File: src/rtl/id_ex_stage_if.sv
// ID/EX pipeline bus: decode-stage control word, operands and register
// specifiers going in, their registered EX-stage copies coming out, plus the
// stall/flush requests and the PC/IF-ID write enables.
// The master side is the decode/hazard environment; the slave side is the
// ID/EX register itself.
interface id_ex_stage_if #(
    parameter int DATA_WIDTH = 32
);

    // Pipeline control requests
    logic                  Stall;
    logic                  Flush;

    // Decode control word
    logic [1:0]            RegDst_i;
    logic                  BranchEQ_i;
    logic                  BranchNE_i;
    logic                  MemRead_i;
    logic [1:0]            MemtoReg_i;
    logic                  MemWrite_i;
    logic                  ALUSrc_i;
    logic                  RegWrite_i;
    logic [1:0]            Jump_i;
    logic [3:0]            ALUOp_i;

    // Decode operands and specifiers
    logic [DATA_WIDTH-1:0] ReadData1_i;
    logic [DATA_WIDTH-1:0] ReadData2_i;
    logic [DATA_WIDTH-1:0] Imm_i;
    logic [DATA_WIDTH-1:0] PC4_i;
    logic [4:0]            Rs_i;
    logic [4:0]            Rt_i;
    logic [4:0]            Rd_i;
    logic [4:0]            Shamt_i;
    logic [5:0]            Funct_i;

    // Execute-stage control word
    logic [1:0]            RegDst_o;
    logic                  BranchEQ_o;
    logic                  BranchNE_o;
    logic                  MemRead_o;
    logic [1:0]            MemtoReg_o;
    logic                  MemWrite_o;
    logic                  ALUSrc_o;
    logic                  RegWrite_o;
    logic [1:0]            Jump_o;
    logic [3:0]            ALUOp_o;

    // Execute-stage operands and specifiers
    logic [DATA_WIDTH-1:0] ReadData1_o;
    logic [DATA_WIDTH-1:0] ReadData2_o;
    logic [DATA_WIDTH-1:0] Imm_o;
    logic [DATA_WIDTH-1:0] PC4_o;
    logic [4:0]            Rs_o;
    logic [4:0]            Rt_o;
    logic [4:0]            Rd_o;
    logic [4:0]            Shamt_o;
    logic [5:0]            Funct_o;

    // Front-end write enables and trace
    logic                  PCWrite;
    logic                  IFIDWrite;
    logic                  Bubble;

    modport master (
        output Stall, Flush,
        output RegDst_i, BranchEQ_i, BranchNE_i, MemRead_i, MemtoReg_i,
               MemWrite_i, ALUSrc_i, RegWrite_i, Jump_i, ALUOp_i,
        output ReadData1_i, ReadData2_i, Imm_i, PC4_i,
               Rs_i, Rt_i, Rd_i, Shamt_i, Funct_i,
        input  RegDst_o, BranchEQ_o, BranchNE_o, MemRead_o, MemtoReg_o,
               MemWrite_o, ALUSrc_o, RegWrite_o, Jump_o, ALUOp_o,
        input  ReadData1_o, ReadData2_o, Imm_o, PC4_o,
               Rs_o, Rt_o, Rd_o, Shamt_o, Funct_o,
        input  PCWrite, IFIDWrite, Bubble
    );

    modport slave (
        input  Stall, Flush,
        input  RegDst_i, BranchEQ_i, BranchNE_i, MemRead_i, MemtoReg_i,
               MemWrite_i, ALUSrc_i, RegWrite_i, Jump_i, ALUOp_i,
        input  ReadData1_i, ReadData2_i, Imm_i, PC4_i,
               Rs_i, Rt_i, Rd_i, Shamt_i, Funct_i,
        output RegDst_o, BranchEQ_o, BranchNE_o, MemRead_o, MemtoReg_o,
               MemWrite_o, ALUSrc_o, RegWrite_o, Jump_o, ALUOp_o,
        output ReadData1_o, ReadData2_o, Imm_o, PC4_o,
               Rs_o, Rt_o, Rd_o, Shamt_o, Funct_o,
        output PCWrite, IFIDWrite, Bubble
    );

endinterface

File: src/rtl/id_ex_stage.sv
// ID/EX pipeline register with load-use hazard detection.
// Captures the decode control word, operands and register specifiers and
// presents them to EX one cycle later. A load in EX whose destination is read
// by the instruction in ID holds PC and IF/ID for one cycle while a bubble
// (zero control word) is loaded here. Flush squashes the ID instruction and
// Stall freezes everything.
// Build option: define LOAD_USE_STALL_EN to include the load-use hazard
// comparators; without it the hazard is tied low and software must place a
// nop after every load.
module id_ex_stage #(
    parameter int DATA_WIDTH = 32
) (
    input  logic          clk,
    input  logic          reset,
    id_ex_stage_if.slave  bus
);

    // Control word layout, high to low:
    // Jump[15:14] RegDst[13:12] ALUSrc[11] MemtoReg[10:9] RegWrite[8]
    // MemRead[7] MemWrite[6] BranchNE[5] BranchEQ[4] ALUOp[3:0]
    localparam int CTRL_W      = 16;
    localparam int MEMREAD_BIT = 7;

    logic [CTRL_W-1:0]     w_ctrlIn;
    logic                  w_hazard;
    logic                  w_squash;

    logic [CTRL_W-1:0]     r_ctrl;
    logic [DATA_WIDTH-1:0] r_ReadData1;
    logic [DATA_WIDTH-1:0] r_ReadData2;
    logic [DATA_WIDTH-1:0] r_Imm;
    logic [DATA_WIDTH-1:0] r_PC4;
    logic [4:0]            r_Rs;
    logic [4:0]            r_Rt;
    logic [4:0]            r_Rd;
    logic [4:0]            r_Shamt;
    logic [5:0]            r_Funct;

    assign w_ctrlIn = {bus.Jump_i, bus.RegDst_i, bus.ALUSrc_i, bus.MemtoReg_i,
                       bus.RegWrite_i, bus.MemRead_i, bus.MemWrite_i,
                       bus.BranchNE_i, bus.BranchEQ_i, bus.ALUOp_i};

`ifdef LOAD_USE_STALL_EN
    // A load in EX feeding either source of the ID instruction; $0 is never a real dependency
    always_comb begin
        w_hazard = r_ctrl[MEMREAD_BIT] & (r_Rt != 5'd0) &
                   ((r_Rt == bus.Rs_i) | (r_Rt == bus.Rt_i));
    end
`else
    // Load-use detection is left to the compiler's nop scheduling
    always_comb begin
        w_hazard = 1'b0;
    end
`endif

    // Either a flush or a load-use hazard turns the captured instruction into a bubble
    assign w_squash = bus.Flush | w_hazard;

    // Flush beats a hazard so the front end is free to fetch the redirect target
    assign bus.PCWrite   = ~(bus.Stall | (w_hazard & ~bus.Flush));
    assign bus.IFIDWrite = ~(bus.Stall | (w_hazard & ~bus.Flush));
    assign bus.Bubble    = ~reset & ~bus.Stall & w_squash;

    // Control word register: cleared by reset, frozen by stall, zeroed for a bubble
    always_ff @(posedge clk) begin
        if (reset) begin
            r_ctrl <= '0;
        end else if (!bus.Stall) begin
            if (w_squash) begin
                r_ctrl <= '0;
            end else begin
                r_ctrl <= w_ctrlIn;
            end
        end
    end

    // Data and specifier registers: they still advance under a bubble, only stall freezes them
    always_ff @(posedge clk) begin
        if (reset) begin
            r_ReadData1 <= '0;
            r_ReadData2 <= '0;
            r_Imm       <= '0;
            r_PC4       <= '0;
            r_Rs        <= '0;
            r_Rt        <= '0;
            r_Rd        <= '0;
            r_Shamt     <= '0;
            r_Funct     <= '0;
        end else if (!bus.Stall) begin
            r_ReadData1 <= bus.ReadData1_i;
            r_ReadData2 <= bus.ReadData2_i;
            r_Imm       <= bus.Imm_i;
            r_PC4       <= bus.PC4_i;
            r_Rs        <= bus.Rs_i;
            r_Rt        <= bus.Rt_i;
            r_Rd        <= bus.Rd_i;
            r_Shamt     <= bus.Shamt_i;
            r_Funct     <= bus.Funct_i;
        end
    end

    assign {bus.Jump_o, bus.RegDst_o, bus.ALUSrc_o, bus.MemtoReg_o,
            bus.RegWrite_o, bus.MemRead_o, bus.MemWrite_o,
            bus.BranchNE_o, bus.BranchEQ_o, bus.ALUOp_o} = r_ctrl;

    assign bus.ReadData1_o = r_ReadData1;
    assign bus.ReadData2_o = r_ReadData2;
    assign bus.Imm_o       = r_Imm;
    assign bus.PC4_o       = r_PC4;
    assign bus.Rs_o        = r_Rs;
    assign bus.Rt_o        = r_Rt;
    assign bus.Rd_o        = r_Rd;
    assign bus.Shamt_o     = r_Shamt;
    assign bus.Funct_o     = r_Funct;

endmodule
File: src/flat_wrapper.sv
// flat-port wrapper written by rule: the top's interface ports become plain ports
module id_ex_stage_flat 
#(
    parameter int DATA_WIDTH = 32
)
  (clk, reset, bus_Stall, bus_Flush, bus_RegDst_i, bus_BranchEQ_i, bus_BranchNE_i, bus_MemRead_i, bus_MemtoReg_i, bus_MemWrite_i, bus_ALUSrc_i, bus_RegWrite_i, bus_Jump_i, bus_ALUOp_i, bus_ReadData1_i, bus_ReadData2_i, bus_Imm_i, bus_PC4_i, bus_Rs_i, bus_Rt_i, bus_Rd_i, bus_Shamt_i, bus_Funct_i, bus_RegDst_o, bus_BranchEQ_o, bus_BranchNE_o, bus_MemRead_o, bus_MemtoReg_o, bus_MemWrite_o, bus_ALUSrc_o, bus_RegWrite_o, bus_Jump_o, bus_ALUOp_o, bus_ReadData1_o, bus_ReadData2_o, bus_Imm_o, bus_PC4_o, bus_Rs_o, bus_Rt_o, bus_Rd_o, bus_Shamt_o, bus_Funct_o, bus_PCWrite, bus_IFIDWrite, bus_Bubble);
  id_ex_stage_if #(.DATA_WIDTH(DATA_WIDTH)) bus_i ();
  input  logic clk;
  input  logic reset;
  input wire logic [$bits(bus_i.Stall)-1:0] bus_Stall;
  input wire logic [$bits(bus_i.Flush)-1:0] bus_Flush;
  input wire logic [$bits(bus_i.RegDst_i)-1:0] bus_RegDst_i;
  input wire logic [$bits(bus_i.BranchEQ_i)-1:0] bus_BranchEQ_i;
  input wire logic [$bits(bus_i.BranchNE_i)-1:0] bus_BranchNE_i;
  input wire logic [$bits(bus_i.MemRead_i)-1:0] bus_MemRead_i;
  input wire logic [$bits(bus_i.MemtoReg_i)-1:0] bus_MemtoReg_i;
  input wire logic [$bits(bus_i.MemWrite_i)-1:0] bus_MemWrite_i;
  input wire logic [$bits(bus_i.ALUSrc_i)-1:0] bus_ALUSrc_i;
  input wire logic [$bits(bus_i.RegWrite_i)-1:0] bus_RegWrite_i;
  input wire logic [$bits(bus_i.Jump_i)-1:0] bus_Jump_i;
  input wire logic [$bits(bus_i.ALUOp_i)-1:0] bus_ALUOp_i;
  input wire logic [$bits(bus_i.ReadData1_i)-1:0] bus_ReadData1_i;
  input wire logic [$bits(bus_i.ReadData2_i)-1:0] bus_ReadData2_i;
  input wire logic [$bits(bus_i.Imm_i)-1:0] bus_Imm_i;
  input wire logic [$bits(bus_i.PC4_i)-1:0] bus_PC4_i;
  input wire logic [$bits(bus_i.Rs_i)-1:0] bus_Rs_i;
  input wire logic [$bits(bus_i.Rt_i)-1:0] bus_Rt_i;
  input wire logic [$bits(bus_i.Rd_i)-1:0] bus_Rd_i;
  input wire logic [$bits(bus_i.Shamt_i)-1:0] bus_Shamt_i;
  input wire logic [$bits(bus_i.Funct_i)-1:0] bus_Funct_i;
  output wire logic [$bits(bus_i.RegDst_o)-1:0] bus_RegDst_o;
  output wire logic [$bits(bus_i.BranchEQ_o)-1:0] bus_BranchEQ_o;
  output wire logic [$bits(bus_i.BranchNE_o)-1:0] bus_BranchNE_o;
  output wire logic [$bits(bus_i.MemRead_o)-1:0] bus_MemRead_o;
  output wire logic [$bits(bus_i.MemtoReg_o)-1:0] bus_MemtoReg_o;
  output wire logic [$bits(bus_i.MemWrite_o)-1:0] bus_MemWrite_o;
  output wire logic [$bits(bus_i.ALUSrc_o)-1:0] bus_ALUSrc_o;
  output wire logic [$bits(bus_i.RegWrite_o)-1:0] bus_RegWrite_o;
  output wire logic [$bits(bus_i.Jump_o)-1:0] bus_Jump_o;
  output wire logic [$bits(bus_i.ALUOp_o)-1:0] bus_ALUOp_o;
  output wire logic [$bits(bus_i.ReadData1_o)-1:0] bus_ReadData1_o;
  output wire logic [$bits(bus_i.ReadData2_o)-1:0] bus_ReadData2_o;
  output wire logic [$bits(bus_i.Imm_o)-1:0] bus_Imm_o;
  output wire logic [$bits(bus_i.PC4_o)-1:0] bus_PC4_o;
  output wire logic [$bits(bus_i.Rs_o)-1:0] bus_Rs_o;
  output wire logic [$bits(bus_i.Rt_o)-1:0] bus_Rt_o;
  output wire logic [$bits(bus_i.Rd_o)-1:0] bus_Rd_o;
  output wire logic [$bits(bus_i.Shamt_o)-1:0] bus_Shamt_o;
  output wire logic [$bits(bus_i.Funct_o)-1:0] bus_Funct_o;
  output wire logic [$bits(bus_i.PCWrite)-1:0] bus_PCWrite;
  output wire logic [$bits(bus_i.IFIDWrite)-1:0] bus_IFIDWrite;
  output wire logic [$bits(bus_i.Bubble)-1:0] bus_Bubble;
  assign bus_i.Stall = bus_Stall;
  assign bus_i.Flush = bus_Flush;
  assign bus_i.RegDst_i = bus_RegDst_i;
  assign bus_i.BranchEQ_i = bus_BranchEQ_i;
  assign bus_i.BranchNE_i = bus_BranchNE_i;
  assign bus_i.MemRead_i = bus_MemRead_i;
  assign bus_i.MemtoReg_i = bus_MemtoReg_i;
  assign bus_i.MemWrite_i = bus_MemWrite_i;
  assign bus_i.ALUSrc_i = bus_ALUSrc_i;
  assign bus_i.RegWrite_i = bus_RegWrite_i;
  assign bus_i.Jump_i = bus_Jump_i;
  assign bus_i.ALUOp_i = bus_ALUOp_i;
  assign bus_i.ReadData1_i = bus_ReadData1_i;
  assign bus_i.ReadData2_i = bus_ReadData2_i;
  assign bus_i.Imm_i = bus_Imm_i;
  assign bus_i.PC4_i = bus_PC4_i;
  assign bus_i.Rs_i = bus_Rs_i;
  assign bus_i.Rt_i = bus_Rt_i;
  assign bus_i.Rd_i = bus_Rd_i;
  assign bus_i.Shamt_i = bus_Shamt_i;
  assign bus_i.Funct_i = bus_Funct_i;
  assign bus_RegDst_o = bus_i.RegDst_o;
  assign bus_BranchEQ_o = bus_i.BranchEQ_o;
  assign bus_BranchNE_o = bus_i.BranchNE_o;
  assign bus_MemRead_o = bus_i.MemRead_o;
  assign bus_MemtoReg_o = bus_i.MemtoReg_o;
  assign bus_MemWrite_o = bus_i.MemWrite_o;
  assign bus_ALUSrc_o = bus_i.ALUSrc_o;
  assign bus_RegWrite_o = bus_i.RegWrite_o;
  assign bus_Jump_o = bus_i.Jump_o;
  assign bus_ALUOp_o = bus_i.ALUOp_o;
  assign bus_ReadData1_o = bus_i.ReadData1_o;
  assign bus_ReadData2_o = bus_i.ReadData2_o;
  assign bus_Imm_o = bus_i.Imm_o;
  assign bus_PC4_o = bus_i.PC4_o;
  assign bus_Rs_o = bus_i.Rs_o;
  assign bus_Rt_o = bus_i.Rt_o;
  assign bus_Rd_o = bus_i.Rd_o;
  assign bus_Shamt_o = bus_i.Shamt_o;
  assign bus_Funct_o = bus_i.Funct_o;
  assign bus_PCWrite = bus_i.PCWrite;
  assign bus_IFIDWrite = bus_i.IFIDWrite;
  assign bus_Bubble = bus_i.Bubble;
  id_ex_stage #(.DATA_WIDTH(DATA_WIDTH)) u_core (.clk(clk), .reset(reset), .bus(bus_i));
endmodule
File: config.mk
export PLATFORM = sky130hd
export DESIGN_NAME = id_ex_stage_flat
export DESIGN_NICKNAME = d
export VERILOG_FILES = /design/src/rtl/id_ex_stage_if.sv /design/src/rtl/id_ex_stage.sv /design/src/flat_wrapper.sv
export SDC_FILE = /design/constraint.sdc
export NUM_CORES = 1
export LEC_CHECK = 0
export BUFFER_PORTS_ARGS = -buffer_cell sky130_fd_sc_hd__buf_2
export CORE_AREA = 3 3 132 134
export CTS_CLUSTER_DIAMETER = 80
export CTS_CLUSTER_SIZE = 8
export DETAILED_ROUTE_END_ITERATION = 12
export DIE_AREA = 0 0 135 137
export PLACE_DENSITY_LB_ADDON = 0.1
export RECOVER_POWER = 100
export SLEW_MARGIN = 30
export SYNTH_ARGS = -nofsm -noshare
export SYNTH_HDL_FRONTEND = slang
export SYNTH_SLANG_ARGS = --single-unit
File: constraint.sdc
create_clock -name clk -period 1.1 [get_ports clk]
set_input_delay 0.165 -clock clk [delete_from_list [all_inputs] [get_ports clk]]
set_output_delay 0.165 -clock clk [all_outputs]
set_load 0.005 [all_outputs]
==> flow_metrics.py <==
metrics = {
    "synthesis": {
        "yosys.area_share.simple_pct": 12.51,
        "synthTopCellsByCount": "dfxtp_1 (170), mux2i_1 (154), nor2_1 (154)",
        "synth-compound-area-share_pct": 1.639,
        "yosysSeqAreaShare_pct": 56.43,
        "synth_top_area_share_pct": 56.43,
        "synth.most_common_cell": "dfxtp_1",
        "synth_top_family_by_area": "multiplexers",
        "synth_edf_count": 0,
        "synth_fa_ha_area_share_pct": 0,
        "yosys-top-cells-area": "dfxtp_1 (56%), mux2i_1 (26%), nor2_1 (9.6%)",
        "synthMuxAreaShare_pct": 25.56,
        "async_flop_share_pct": 0,
        "avgSynthCellArea_um2": 10.56,
        "synth_top_cell_by_area": "dfxtp_1",
        "synthXorXnorAreaFrac_pct": 0,
        "yosys_most_used_dff": "dfxtp_1",
        "synth_cell_type_count": 15,
        "syn-num-nets": 745,
        "synth_seq_cells": 170,
        "syn_inst": 571,
        "ys.warnings.count": 0,
        "syn_area_mm2": 0.006031,
    },
    "sta": {
        "hold_ws_ns": 0.003512,
        "worstMarginPinSlew_ns": 0.6120,
        "fin_setup_tns_ns": 0,
        "fin_crit_sh_pct": 96.34,
        "setup_viol": 0,
        "fin_crit_ns": 1.060,
        "slew_violations": 0,
        "slew_headroom_pct": 59.20,
        "layout_setup_ws_ns": 0.04030,
        "finalHoldViolCount": 0,
        "finClkSkew_ns": 0,
        "max_freq_mhz": 943.7,
        "rsz0062_at_grt": "false",
    },
    "routing": {
        "wl_per_cell_um": 14.73,
        "first_pass_iters": 4,
        "drt-total-wl_um": 19080,
        "drt_iter0_drc": 175,
        "via_per_inst": 4.419,
        "drc": 0,
        "num_vias": 5722,
        "route.antenna.remaining_nets": 0,
    },
    "critical_path": {
        "crit_slowest_cell": "dfxtp_1",
        "critPathMaxStageDelay_ns": 0.35,
        "crit_start": "u_core.bus.ReadData1_o[2]",
        "worst_r2r_startpoint": "u_core.bus.ReadData2_o[21]",
        "crit_fanout": 2,
        "worstSetupEndpointType": "output port",
        "path_buf_inv": 1,
        "path_cells": "clkbuf_1",
        "startpoint_type": "flop",
        "worstPathArrival_ns": 0.89,
        "crit_family": "flip-flops",
        "path_class": "flop to output port",
        "required_ns": 0.94,
    },
    "placed_design": {
        "post-dp-hpwl_um": 13510,
        "place_inst": 1123,
        "gp_congestion": 0.7527,
        "place_ws_ns": -0.01379,
        "port_buffers": 346,
    },
    "clock_tree": {
        "cts_made_buffers": 17,
        "clk_path_buf_depth": 2,
        "cts_tree": "built",
        "insertion_delay_ns": 0.41,
        "htreeDepth": 4,
        "cts.reportedPaths.clkPinSlew_ns": 0.07,
        "cts_sinks": 170,
        "cts_root_buf": "clkbuf_16",
    },
    "global_route": {
        "grt_overflow_total": 0,
        "grt_antenna_before_repair": 1,
        "grt_pass1_wl_um": 29240,
        "grt_use_total_pct": 19.80,
        "grt_max_degree": 29,
        "grt_pass1_vias": 5929,
    },
    "status": {
        "status": "complete, no violations",
    },
    "layout": {
        "final-seq-area_mm2": 0.003411,
        "antenna_cells": 0,
        "layout.nets": 1236,
        "area_delta_synth_final_pct": 67.78,
        "finalNonFillerCells": 1295,
        "drive_gt1_share_pct": 30.33,
        "fin_util_pct": 61.67,
        "multi_input_area_mm2": 0.002400,
        "fillCellCount": 1398,
    },
    "power": {
        "swShare_pct": 23.51,
        "leakage_nw": 4.972,
        "seqPwrFrac_pct": 45.5,
        "p_int_mw": 11.27,
        "switchingPower_mw": 3.462,
        "power.share.combinational_pct": 14.2,
        "p_per_area_mw_per_mm2": 1456,
        "vdd_drop_max_mv": 0.8960,
        "pwr-share-clk_pct": 40.3,
    },
    "die": {
        "die_h_um": 137,
        "fp.dieW_um": 135,
        "fp.coreArea_mm2": 0.01641,
        "start_util_pct": 36.76,
        "fp.dieArea_mm2": 0.01850,
        "core.rowCount": 47,
        "boundaryPins": 347,
    },
    "hold_path": {
        "min_from": "bus_ReadData2_i[22]",
        "hold_path.class": "input port to flop",
    },
    "flow_run": {
        "max-cap-violations": 0,
    },
}
## cell usage in the layout, fill, tap and decap left out
| cell | count |
|---|---|
| buf_2 | 228 |
| dfxtp_1 | 164 |
| mux2i_1 | 154 |
| nor2_1 | 154 |
| dlygate4sd3_1 | 140 |
| clkbuf_1 | 87 |
| clkbuf_2 | 32 |
| clkbuf_16 | 17 |
| nand2_1 | 16 |
| nand2b_1 | 15 |
| o22ai_1 | 15 |
| buf_12 | 15 |
| buf_4 | 12 |
| dfxtp_2 | 6 |
| clkbuf_8 | 4 |
| clkinv_4 | 4 |
| clkinv_2 | 3 |
| bufinv_16 | 2 |
| inv_1 | 1 |
| nor3b_2 | 1 |
| or2_1 | 1 |
| or3b_1 | 1 |
| a21oi_1 | 1 |
| clkinvlp_4 | 1 |
| buf_6 | 1 |
## logic make-up after synthesis
family / count (synthesis)
buffers and inverters: 43
AOI/OAI and AO/OA: 16
muxes: 154
DFF: 170
and+or+nand+nor: 188
## worst register-to-register path, delay by kind of cell (launching register included)
family	cells	cell delay, ns
simple gates	1	0.06
mux	1	0.19
flops	1	0.32
## cell type report
class	count	area share, %
tap	220	2.720
multi-input combinational	358	23.72
clock inverter	10	1.162
timing repair buffer	514	33.97
clock buffer	22	4.687
sequential	170	33.71
inverter	1	0.03710
## what timing repair did
item / 4_1_cts / 5_1_grt
buffers inserted: 0 / 0
endpoints found under the setup margin: 0 / 8
endpoints found under the hold margin: 140 / 0
hold buffers: 140 / 0
resized for setup: 0 / 8
## per-stage QoR
stage                     total power, mW  instance area, µm²
after floorplan                     7.616                6031
after global placement              8.530                8218
after detailed placement            8.570                8218
after CTS                           14.89               10210
after global routing                15.36               10120
final                               14.73               10120
## final timing paths
| check | cells past startpoint | end | slack, ns |
|---|---|---|---|
| worst max-delay path | 1 | bus_ReadData1_o[2] | 0.04 |
| worst min-delay path | 3 | u_core.bus.ReadData2_o[22] | 0.004 |
| worst max register to register | 2 | u_core.bus.ReadData2_o[21] | 0.42 |
| worst min register to register | 2 | u_core.r_ctrl[12] | 0.46 |
## metal layers
layer	part of all wire, %	GRT usage (%)	wire (µm)	vias to the layer above
met2	49	34.77	9428	231
li1	-	-	-	2881
met4	2.5	7.895	468	2
met5	0.037	0	7	-
met1	39	21.90	7531	2574
met3	8.6	7.059	1639	34
## state kept, by name (all words and copies together) (netlist names)
register                flops
u_core.bus.Shamt_o          5
u_core.bus.Funct_o          6
u_core.bus.ReadData2_o     32
u_core.r_ctrl              16
u_core.bus.PC4_o           32
u_core.bus.Rt_o             5
u_core.bus.Rs_o             5
u_core.bus.Rd_o             5
u_core.bus.Imm_o           32
u_core.bus.ReadData1_o     32
## power groups by stage
stage | clock [mW] | combinational, mW | sequential (mW)
2_1_floorplan | 0 | 0.764 | 6.85
3_3_place_gp | 0 | 1.72 | 6.81
3_5_place_dp | 0 | 1.75 | 6.82
4_1_cts | 6.06 | 2.15 | 6.69
5_1_grt | 6.31 | 2.30 | 6.74
6_report | 5.93 | 2.10 | 6.70
Note: power is estimated with default switching activity, not from simulation.
